## src/rtl/exe_pkg.sv

```systemverilog
// Shared encodings for the EXE stage:
// operand selects, ALU ops, mul/div ops and FSM states.
package exe_pkg;

  localparam int A_SEL_WIDTH  = 3;
  localparam int B_SEL_WIDTH  = 3;
  localparam int ALU_OP_WIDTH = 4;

  localparam logic [A_SEL_WIDTH-1:0] A_SEL_RS1  = 3'd0;
  localparam logic [A_SEL_WIDTH-1:0] A_SEL_PC   = 3'd1;
  localparam logic [A_SEL_WIDTH-1:0] A_SEL_ALU  = 3'd2;
  localparam logic [A_SEL_WIDTH-1:0] A_SEL_MEM  = 3'd3;
  localparam logic [A_SEL_WIDTH-1:0] A_SEL_ZERO = 3'd4;

  localparam logic [B_SEL_WIDTH-1:0] B_SEL_RS2  = 3'd0;
  localparam logic [B_SEL_WIDTH-1:0] B_SEL_IMM  = 3'd1;
  localparam logic [B_SEL_WIDTH-1:0] B_SEL_FOUR = 3'd2;
  localparam logic [B_SEL_WIDTH-1:0] B_SEL_ALU  = 3'd3;
  localparam logic [B_SEL_WIDTH-1:0] B_SEL_MEM  = 3'd4;
  localparam logic [B_SEL_WIDTH-1:0] B_SEL_ZERO = 3'd5;

  localparam logic [ALU_OP_WIDTH-1:0] ALU_ADD    = 4'd0;
  localparam logic [ALU_OP_WIDTH-1:0] ALU_SUB    = 4'd1;
  localparam logic [ALU_OP_WIDTH-1:0] ALU_SLL    = 4'd2;
  localparam logic [ALU_OP_WIDTH-1:0] ALU_SLT    = 4'd3;
  localparam logic [ALU_OP_WIDTH-1:0] ALU_SLTU   = 4'd4;
  localparam logic [ALU_OP_WIDTH-1:0] ALU_XOR    = 4'd5;
  localparam logic [ALU_OP_WIDTH-1:0] ALU_SRL    = 4'd6;
  localparam logic [ALU_OP_WIDTH-1:0] ALU_SRA    = 4'd7;
  localparam logic [ALU_OP_WIDTH-1:0] ALU_OR     = 4'd8;
  localparam logic [ALU_OP_WIDTH-1:0] ALU_AND    = 4'd9;
  localparam logic [ALU_OP_WIDTH-1:0] ALU_PASS_B = 4'd10;

  typedef enum logic [2:0] {
    MD_MUL    = 3'd0,
    MD_MULH   = 3'd1,
    MD_MULHSU = 3'd2,
    MD_MULHU  = 3'd3,
    MD_DIV    = 3'd4,
    MD_DIVU   = 3'd5,
    MD_REM    = 3'd6,
    MD_REMU   = 3'd7
  } md_op_e;

  typedef enum logic [1:0] {
    IDLE = 2'd0,
    BUSY = 2'd1,
    DONE = 2'd2
  } md_state_e;

endpackage

```

## src/rtl/execute_md_stage_alu.sv

```systemverilog
// Single-cycle integer ALU for the EXE stage.
// Shifts use the low log2(XLEN) bits of b.
module alu
  import exe_pkg::*;
#(
  parameter int XLEN = 32
) (
  input  logic [ALU_OP_WIDTH-1:0] op,
  input  logic [XLEN-1:0]         a,
  input  logic [XLEN-1:0]         b,
  output logic [XLEN-1:0]         y
);

  localparam int SH_W = $clog2(XLEN);

  logic [SH_W-1:0] shamt;
  logic            lt_s;
  logic            lt_u;

  assign shamt = b[SH_W-1:0];
  assign lt_s  = $signed(a) < $signed(b);
  assign lt_u  = a < b;

  // Operation select
  always_comb begin
    y = '0;
    unique case (op)
      ALU_ADD:    y = a + b;
      ALU_SUB:    y = a - b;
      ALU_SLL:    y = a << shamt;
      ALU_SLT:    y = {{(XLEN-1){1'b0}}, lt_s};
      ALU_SLTU:   y = {{(XLEN-1){1'b0}}, lt_u};
      ALU_XOR:    y = a ^ b;
      ALU_SRL:    y = a >> shamt;
      ALU_SRA:    y = $signed(a) >>> shamt;
      ALU_OR:     y = a | b;
      ALU_AND:    y = a & b;
      ALU_PASS_B: y = b;
      default:    y = '0;
    endcase
  end

endmodule

```

## src/rtl/execute_md_stage_muldiv.sv

```systemverilog
// Iterative RV M-extension unit: one bit per cycle,
// shift-add multiply and restoring divide on magnitudes.
module muldiv_iter
  import exe_pkg::*;
#(
  parameter int XLEN = 32
) (
  input  logic            clk,
  input  logic            rst,
  input  logic            start,
  input  md_op_e          op,
  input  logic [XLEN-1:0] a,
  input  logic [XLEN-1:0] b,
  input  logic            kill,
  input  logic            hold,
  output logic            busy,
  output logic            done,
  output logic [XLEN-1:0] result
);

  localparam int CNT_W = $clog2(XLEN);

  md_state_e       state_q;
  md_state_e       state_d;
  logic [CNT_W-1:0] cnt_q;
  md_op_e          op_q;
  logic [XLEN-1:0] hi_q;
  logic [XLEN-1:0] lo_q;
  logic [XLEN-1:0] dvs_q;
  logic [XLEN-1:0] a_q;
  logic            neg_q;
  logic            rneg_q;
  logic            dz_q;

  logic            a_sgn;
  logic            b_sgn;
  logic            a_neg;
  logic            b_neg;
  logic [XLEN-1:0] a_mag;
  logic [XLEN-1:0] b_mag;
  logic            load;

  logic [XLEN:0]   sum;
  logic [XLEN:0]   shf;
  logic            ge;
  logic [XLEN-1:0] sub;

  logic [2*XLEN-1:0] prod;
  logic [2*XLEN-1:0] prod_s;
  logic [XLEN-1:0]   quo;
  logic [XLEN-1:0]   rem;

  assign busy = state_q == BUSY;
  assign done = state_q == DONE;
  assign load = (state_q == IDLE) & start & ~kill;

  // Operand signedness and magnitudes at capture
  always_comb begin
    a_sgn = op inside {MD_MULH, MD_MULHSU, MD_DIV, MD_REM};
    b_sgn = op inside {MD_MULH, MD_DIV, MD_REM};
    a_neg = a_sgn & a[XLEN-1];
    b_neg = b_sgn & b[XLEN-1];
    a_mag = a_neg ? (~a + 1'b1) : a;
    b_mag = b_neg ? (~b + 1'b1) : b;
  end

  // One iteration of shift-add and of restoring divide
  always_comb begin
    sum = {1'b0, hi_q} + (lo_q[0] ? {1'b0, dvs_q} : '0);
    shf = {hi_q, lo_q[XLEN-1]};
    ge  = shf >= {1'b0, dvs_q};
    sub = shf[XLEN-1:0] - dvs_q;
  end

  // Next state
  always_comb begin
    state_d = state_q;
    unique case (state_q)
      IDLE: if (start) state_d = BUSY;
      BUSY: if (cnt_q == CNT_W'(XLEN-1)) state_d = DONE;
      DONE: if (!hold) state_d = IDLE;
      default: state_d = IDLE;
    endcase
    if (kill) state_d = IDLE;
  end

  // State register
  always_ff @(posedge clk or posedge rst) begin
    if (rst) state_q <= IDLE;
    else     state_q <= state_d;
  end

  // Operand capture and iteration datapath
  always_ff @(posedge clk or posedge rst) begin
    if (rst) begin
      cnt_q  <= '0;
      op_q   <= MD_MUL;
      hi_q   <= '0;
      lo_q   <= '0;
      dvs_q  <= '0;
      a_q    <= '0;
      neg_q  <= 1'b0;
      rneg_q <= 1'b0;
      dz_q   <= 1'b0;
    end else if (load) begin
      cnt_q  <= '0;
      op_q   <= op;
      hi_q   <= '0;
      lo_q   <= a_mag;
      dvs_q  <= b_mag;
      a_q    <= a;
      neg_q  <= a_neg ^ b_neg;
      rneg_q <= a_neg;
      dz_q   <= b == '0;
    end else if (state_q == BUSY) begin
      cnt_q <= cnt_q + 1'b1;
      if (op_q[2]) begin
        if (ge) begin
          hi_q <= sub;
          lo_q <= {lo_q[XLEN-2:0], 1'b1};
        end else begin
          hi_q <= shf[XLEN-1:0];
          lo_q <= {lo_q[XLEN-2:0], 1'b0};
        end
      end else begin
        hi_q <= sum[XLEN:1];
        lo_q <= {sum[0], lo_q[XLEN-1:1]};
      end
    end
  end

  // Sign fix-up and special cases
  always_comb begin
    prod   = {hi_q, lo_q};
    prod_s = neg_q ? (~prod + 1'b1) : prod;
    quo    = neg_q ? (~lo_q + 1'b1) : lo_q;
    rem    = rneg_q ? (~hi_q + 1'b1) : hi_q;
    result = '0;
    unique case (op_q)
      MD_MUL:    result = prod_s[XLEN-1:0];
      MD_MULH,
      MD_MULHSU,
      MD_MULHU:  result = prod_s[2*XLEN-1:XLEN];
      MD_DIV,
      MD_DIVU:   result = dz_q ? '1 : quo;
      MD_REM,
      MD_REMU:   result = dz_q ? a_q : rem;
      default:   result = '0;
    endcase
  end

endmodule

```

## src/rtl/execute_md_stage.sv

```systemverilog
// EXE stage: operand muxes, ALU, iterative mul/div
// and the EXE/MEM pipeline registers.
module execute_md_stage
  import exe_pkg::*;
#(
  parameter int XLEN           = 32,
  parameter int REG_ADDR_WIDTH = 5
) (
  input  logic                      clk,
  input  logic                      rst,
  input  logic                      valid_exe,
  input  logic                      stall_in,
  input  logic                      flush,
  input  logic [XLEN-1:0]           pc_exe,
  input  logic [XLEN-1:0]           rs1_exe,
  input  logic [XLEN-1:0]           rs2_exe,
  input  logic [XLEN-1:0]           instr_exe,
  input  logic [XLEN-1:0]           imm_exe,
  input  logic [REG_ADDR_WIDTH-1:0] rd_addr_exe,
  input  logic [A_SEL_WIDTH-1:0]    a_sel,
  input  logic [B_SEL_WIDTH-1:0]    b_sel,
  input  logic [ALU_OP_WIDTH-1:0]   alu_op,
  input  logic                      md_en,
  input  logic [2:0]                md_op,
  input  logic [XLEN-1:0]           forward_mem,
  input  logic [XLEN-1:0]           forward_wb,
  output logic                      busy_exe,
  output logic                      valid_mem,
  output logic [XLEN-1:0]           pc_mem,
  output logic [XLEN-1:0]           alu_mem,
  output logic [XLEN-1:0]           rs2_mem,
  output logic [XLEN-1:0]           instr_mem,
  output logic [REG_ADDR_WIDTH-1:0] rd_addr_mem
);

  logic [XLEN-1:0] alu_a;
  logic [XLEN-1:0] alu_b;
  logic [XLEN-1:0] alu_y;
  logic [XLEN-1:0] md_res;
  logic            md_busy;
  logic            md_done;
  logic            accept;
  logic            sel_bub;
  logic            sel_md;
  logic            sel_alu;

  // ALU A operand source
  always_comb begin
    alu_a = '0;
    unique case (a_sel)
      A_SEL_RS1:  alu_a = rs1_exe;
      A_SEL_PC:   alu_a = pc_exe;
      A_SEL_ALU:  alu_a = forward_mem;
      A_SEL_MEM:  alu_a = forward_wb;
      A_SEL_ZERO: alu_a = '0;
      default:    alu_a = '0;
    endcase
  end

  // ALU B operand source
  always_comb begin
    alu_b = '0;
    unique case (b_sel)
      B_SEL_RS2:  alu_b = rs2_exe;
      B_SEL_IMM:  alu_b = imm_exe;
      B_SEL_FOUR: alu_b = XLEN'(4);
      B_SEL_ALU:  alu_b = forward_mem;
      B_SEL_MEM:  alu_b = forward_wb;
      B_SEL_ZERO: alu_b = '0;
      default:    alu_b = '0;
    endcase
  end

  alu #(
    .XLEN (XLEN)
  ) u_alu (
    .op (alu_op),
    .a  (alu_a),
    .b  (alu_b),
    .y  (alu_y)
  );

  // A new mul/div may only start from an idle unit;
  // reset also masks it so busy drops at once.
  assign accept = ~rst & valid_exe & md_en & ~flush
                & ~md_busy & ~md_done;

  assign busy_exe = accept | md_busy | (md_done & stall_in);

  muldiv_iter #(
    .XLEN (XLEN)
  ) u_md (
    .clk    (clk),
    .rst    (rst),
    .start  (accept),
    .op     (md_op_e'(md_op)),
    .a      (alu_a),
    .b      (alu_b),
    .kill   (flush),
    .hold   (stall_in),
    .busy   (md_busy),
    .done   (md_done),
    .result (md_res)
  );

  // What the EXE/MEM registers take on an advance
  always_comb begin
    sel_bub = flush | accept | md_busy;
    sel_md  = ~flush & md_done;
    sel_alu = ~sel_bub & ~sel_md;
  end

  // EXE/MEM pipeline registers; bubbles are all-zero
  always_ff @(posedge clk or posedge rst) begin
    if (rst) begin
      valid_mem   <= 1'b0;
      pc_mem      <= '0;
      alu_mem     <= '0;
      rs2_mem     <= '0;
      instr_mem   <= '0;
      rd_addr_mem <= '0;
    end else if (!stall_in) begin
      unique case (1'b1)
        sel_bub: begin
          valid_mem   <= 1'b0;
          pc_mem      <= '0;
          alu_mem     <= '0;
          rs2_mem     <= '0;
          instr_mem   <= '0;
          rd_addr_mem <= '0;
        end
        sel_md: begin
          valid_mem   <= 1'b1;
          pc_mem      <= pc_exe;
          alu_mem     <= md_res;
          rs2_mem     <= rs2_exe;
          instr_mem   <= instr_exe;
          rd_addr_mem <= rd_addr_exe;
        end
        sel_alu: begin
          valid_mem   <= valid_exe;
          pc_mem      <= pc_exe;
          alu_mem     <= alu_y;
          rs2_mem     <= rs2_exe;
          instr_mem   <= instr_exe;
          rd_addr_mem <= rd_addr_exe;
        end
        default: begin
          valid_mem <= 1'b0;
        end
      endcase
    end
  end

endmodule
```

## config.mk

```make
export PLATFORM = sky130hd
export DESIGN_NAME = execute_md_stage
export DESIGN_NICKNAME = d
export VERILOG_FILES = /design/src/rtl/exe_pkg.sv /design/src/rtl/execute_md_stage_alu.sv /design/src/rtl/execute_md_stage_muldiv.sv /design/src/rtl/execute_md_stage.sv
export SDC_FILE = /design/constraint.sdc
export NUM_CORES = 2
export LEC_CHECK = 0
export ABC_AREA = 0
export BUFFER_PORTS_ARGS = -buffer_cell sky130_fd_sc_hd__buf_2
export CORE_AREA = 2 2 217 262
export DETAILED_ROUTE_END_ITERATION = 6
export DIE_AREA = 0 0 219 264
export GPL_TIMING_DRIVEN = 0
export HOLD_SLACK_MARGIN = 0.05
export MAX_ROUTING_LAYER = met4
export PLACE_DENSITY = 0.91
export SLEW_MARGIN = 0
export SYNTH_ARGS = -nofsm -noshare
export SYNTH_HDL_FRONTEND = slang
export SYNTH_SLANG_ARGS = --single-unit
```

## constraint.sdc

```tcl
create_clock -name clk -period 7.85 [get_ports clk]
set_clock_uncertainty 0.05 [all_clocks]
set_input_delay 0 -clock clk [delete_from_list [all_inputs] [get_ports clk]]
set_output_delay 0 -clock clk [all_outputs]
set_load 0.01 [all_outputs]
```

==> results of run 1 <==
[per-stage QoR]
stage | TNS, ns | setup slack (ns)
floorplan | 0 | 1.32
global placement | -499.19 | -3.00
detailed placement | -0.392 | -0.392
CTS | 0 | 0.181
[cell families after synthesis]
logic type	Yosys count
and+or+nand+nor	1109
xor gates and xnor gates	211
AOI/OAI and AO/OA	1458
DFF	275
adders and majority gates	176
buffers and inverters	470
muxes	224
[metal layers]
metal  global-route usage  overflow
met5                    -         -
met4                0.727       168
met3                0.503        11
met2                0.922       201
met1                0.734         1
[cell usage after synthesis, types with 10 or more instances]
cell type  number  area [sq um]
and2_1         20           125
o31ai_1        43           323
a21oi_1       282          1410
o22a_1         10          87.6
dfrtp_1       275          6880
buf_2          10          50.1
nor2_1        303          1140
nor4_1         38           238
mux4_2         18           405
clkbuf_1      270          1010
o221ai_1       42           368
nand3_1        79           395
nand2_1       396          1490
a2111oi_0      10          87.6
o211ai_1       85           638
a32oi_1        11          96.3
or3_1          26           163
nor2b_1        23           144
and3_1         30           188
nand4_1        16           100
or4_1          14           105
or2_2          13          81.3
mux2i_1       192          1920
a221oi_1       32           280
nand2b_1       24           150
o22ai_1        51           319
o2bb2ai_1      14           123
xor2_1         64           561
a21o_1         44           330
ha_1          172          2150
o21bai_1       20           150
o21a_1         15           113
o21ai_0       369          1850
nor3_1         83           415
a211oi_1       68           510
a221o_1        19           190
buf_1          30           113
a22oi_1        63           473
inv_1         145           544
a22o_1        106           928
mux2_2         14           158
o41ai_1        21           184
xnor2_1       147          1290
a31oi_1        48           300
[repair_timing]
action | CTS
hold buffers | 115
gates resized for setup | 0
endpoints found under the hold margin | 209
buffers inserted | 0
==> impl_metrics.ini, run 1 <==
[global_route]
grt_pass1_wl_microns = 312000
grt_pass1_vias = 42100
grt_max_degree = 42
gr-total-overflow = 381
grt_util_all_layers = 0.738

[placement]
post-dp-hpwl_microns = 143000
port-buffer-count = 381
gp_congestion = 1.29
place_inst = 5044
dpl_cell_area_sq_um = 33200

[cts]
cts_made_buffers = 31
cts-root-buf = clkbuf_16
cts_sinks = 275
clockBufferDepth = 3
cts_max_level = 1

[synth]
synth_area_sq_um = 30100
synth_edf_count = 0
netlist_instances = 3923
ys_types = 89
synth_adder_area_share = 0.0742
synth_top_family_by_area = compound AO/OA/AOI/OAI gates
synth_ff_type = dfrtp_1
ys_seq_area_frac = 0.229
synthMuxAreaShare = 0.0825
async_flop_share = 1.00
yosysWarningCount = 0
ys_ff_latch = 275
yosys.area_share.simple = 0.170
synth_nets = 4347
synth_compound_area_frac = 0.323
synthXorXnorAreaFrac = 0.0614
syn_area_per_cell_sq_um = 7.67

[die]
rows = 95
ioPinCount = 383
initial_core_util = 0.543
chipHeight_microns = 264
fp.dieW_microns = 219

[status]
status = aborted with a tool error
firstError = [ERROR GRT-0116] Global routing finished with congestion. Check the congestion regions in the DRC Viewer.
stop_stage = global routing
==> run 2: changes to the inputs <==
--- a/config.mk
+++ b/config.mk
@@ -7,13 +7,11 @@
 export LEC_CHECK = 0
 export ABC_AREA = 0
 export BUFFER_PORTS_ARGS = -buffer_cell sky130_fd_sc_hd__buf_2
-export CORE_AREA = 2 2 217 262
+export CORE_AREA = 2 2 278 280
 export DETAILED_ROUTE_END_ITERATION = 6
-export DIE_AREA = 0 0 219 264
+export DIE_AREA = 0 0 280 282
 export GPL_TIMING_DRIVEN = 0
-export HOLD_SLACK_MARGIN = 0.05
-export MAX_ROUTING_LAYER = met4
-export PLACE_DENSITY = 0.91
+export PLACE_DENSITY_LB_ADDON = 0.15
 export SLEW_MARGIN = 0
 export SYNTH_ARGS = -nofsm -noshare
 export SYNTH_HDL_FRONTEND = slang
==> constraint.sdc (replaced) <==
create_clock -name clk -period 10.2 [get_ports clk]
set_clock_uncertainty 0.05 [all_clocks]
set_input_delay 0 -clock clk [delete_from_list [all_inputs] [get_ports clk]]
set_output_delay 0 -clock clk [all_outputs]
set_load 0.01 [all_outputs]
==> run 2 against run 1 <==
Synthesized cell count stayed put; the flow now finishes, with violations (design-rule violations, max-capacitance violations, max-slew violations); area after synthesis unchanged.
==> impl_metrics.ini, run 2 <==
[global_route]
grt_util_all_layers = 0.479
gr-total-overflow = 0
grt_pass1_vias = 34800
grt_max_degree = 113
antenna_found_initial = 10
grt_pass1_wl_microns = 268000

[synth]
yosysWarningCount = 0
synth_edf_count = 0
synth_common_cells = nand2_1, o21ai_0, nor2_1
synth_area_sq_um = 30100
syn_area_per_cell_sq_um = 7.67
synth_nets = 4347
ys_types = 89
async_flop_share = 1.00
ys_ff_latch = 275
synth_top_area_frac = 0.229
ys_seq_area_frac = 0.229
yosysMostFrequentCell = nand2_1
netlist_instances = 3923
synth_ff_type = dfrtp_1
synthTopCellsByArea = dfrtp_1, ha_1, mux2i_1
synth_largest_area_cell = dfrtp_1

[critical_path]
start_kind = input port
cpMaxStageDelayCell = o41ai_1
slowest_delay_ns = 1.09
crit_start = rs2_exe[2]
cp_cell_sequence = dlygate4sd3_1 > buf_2 > mux2_2 > o221ai_1 > nand2_1 > inv_1 > clkbuf_1 > clkbuf_1 > buf_1 > ha_1 > o31ai_1 > a31oi_1 > o21ai_0 > o41ai_1 > clkbuf_2 > a221o_1 > a211oi_1 > o41ai_1 > a41oi_1 > o22a_1
r2r-end = alu_mem[18]
crit_path_end_kind = flop
worst_r2r_path_depth = 12
critPathRequiredTime_ns = 10.62
crit_arrival_ns = 9.12
rrSetupSlack_ns = 4.84
r2r-start = u_md.lo_q[0]
crit_end = alu_mem[0]
crit_fanout = 11
path_class = in -> reg

[placement]
place_ws_ns = 1.35
gp_congestion = 1.10
port-buffer-count = 381
post-dp-hpwl_microns = 154000

[cts]
cts_tree = done
cts_setup_buffers = 0
clockBufferDepth = 3
cts_max_level = 2
cts_resized = 0
cts_made_buffers = 38
cts-root-buf = clkbuf_16
cts_sinks = 275
cts.clk_slew.worst_paths_ns = 0.06
clk_latency_ns = 0.61

[final_layout]
fin_nets = 4905
area_growth_syn_to_layout_pct = 19.8
drive_gt1_frac = 0.126
mostFrequentLayoutCells = nand2_1, buf_2, o21ai_0, nor2_1, a21oi_1
final_common_cell = nand2_1

[die]
core_area_sq_um = 75700
fp.dieW_microns = 280
chipHeight_microns = 282
ioPinCount = 383
initial_core_util = 0.398
die_area_sq_um = 79000
rows = 101

[drt]
drt_iter0_drc = 5588
via_count = 37500
detail-route-antenna-nets = 0
wirelength_microns = 195000
post_drt_wl_per_cell_microns = 35.5
drc_errors = 5
vias_per_cell = 6.82
first_pass_iters = 7

[job]
max_cap_violations = 1

[sta]
tightest_slew_ns = 1.70
min_period_over_period = 0.853
setup_violations = 0
maxSlewHeadroom = -0.135
fin_crit_ns = 8.70
max_clock_freq_mhz = 115
rsz0062_at_grt = false
finalSetupTns_ns = 0
setup_slack_ns = 1.50
finalHoldViolCount = 0
drv_slew = 27

[status]
violations = design-rule violations, max-capacitance violations, max-slew violations
status = complete, but fails checks

[power_and_ir_drop]
leakagePower_uw = 0.0158
p_per_area_nw_per_um2 = 204
peakVddDrop_uv = 119

[min_path]
hold_class = in -> async
## run 2: cell counts after synthesis
Identical to the previous run, type by type.
## run 2: cells by family after synthesis
kind of cell               Yosys count  share of synthesized area
buffers and inverters              470                     0.0601
muxes                              224                     0.0825
adders and majority gates          176                     0.0742
AOI/OAI and AO/OA                 1458                      0.323
xor gates and xnor gates           211                     0.0614
DFF                                275                      0.229
and+or+nand+nor                   1109                      0.170
## run 2: how the worst min path moves through the flow
stage	start	end	cells past startpoint
after detailed placement	rst	u_md.cnt_q[3]	2
final	rst	u_md.cnt_q[3]	3
after floorplan	md_op[0]	u_md.op_q[0]	2
after global routing	forward_wb[18]	u_md.dvs_q[18]	6
after CTS	forward_wb[19]	u_md.dvs_q[19]	5
after global placement	rd_addr_exe[1]	rd_addr_mem[1]	2
## run 2: per-layer routing
| metal | vias to the layer above | part of all wire | global-route usage |
|---|---|---|---|
| met4 | 8 | 0.087 | 0.347 |
| met5 | - | 0.00024 | 0 |
| met3 | 694 | 0.12 | 0.152 |
| met1 | 18100 | 0.38 | 0.597 |
| met2 | 2845 | 0.41 | 0.696 |
| li1 | 15800 | - | - |
## run 2: worst max-delay path, delay by kind of cell
kind	cells	cell delay, ns
compound gates	10	4.91
fa+ha+maj	1	0.33
mux	1	0.30
simple gates	1	0.38
buf+inv	7	3.20
## run 2: power by group
| part | total, uW | switching (uW) | internal, uW |
|---|---|---|---|
| sequential | 1580 | 283 | 1300 |
| clock | 1480 | 606 | 870 |
| combinational | 4290 | 2800 | 1480 |
| total | 7350 | 3690 | 3650 |
## run 2: what timing repair did
action	4_1_cts	5_1_grt
endpoints found under the setup margin	0	0
hold endpoints to repair	221	0
hold buffers	111	0
## run 2: cell type report
class,instances,area (sq um)
Fill cell,7719,39600
Multi-Input combinational cell,3178,21500
Sequential cell,275,6880
Timing Repair Buffer,518,3310
Buffer,316,1230
Tap cell,978,1220
Clock buffer,52,1070
Inverter,154,586
Clock inverter,17,251
Antenna cell,8,20.0
## run 2: stage by stage
| stage | std cells | utilization | power [uW] | cell area [sq um] | hold slack [ns] |
|---|---|---|---|---|---|
| final | 5496 | 0.476 | 7350 | 36100 | 0.0591 |
| after global routing | 5489 | 0.476 | 7630 | 36000 | 0.0690 |
| after CTS | 5481 | 0.475 | 7120 | 36000 | 0.0455 |
| after detailed placement | 5301 | 0.443 | 5610 | 33500 | 0.161 |
| after global placement | 5282 | 0.439 | 5620 | 33200 | 0.163 |
| after floorplan | 3923 | - | 4180 | 30100 | 0.0554 |
Note: power is estimated with default switching activity, not from simulation.
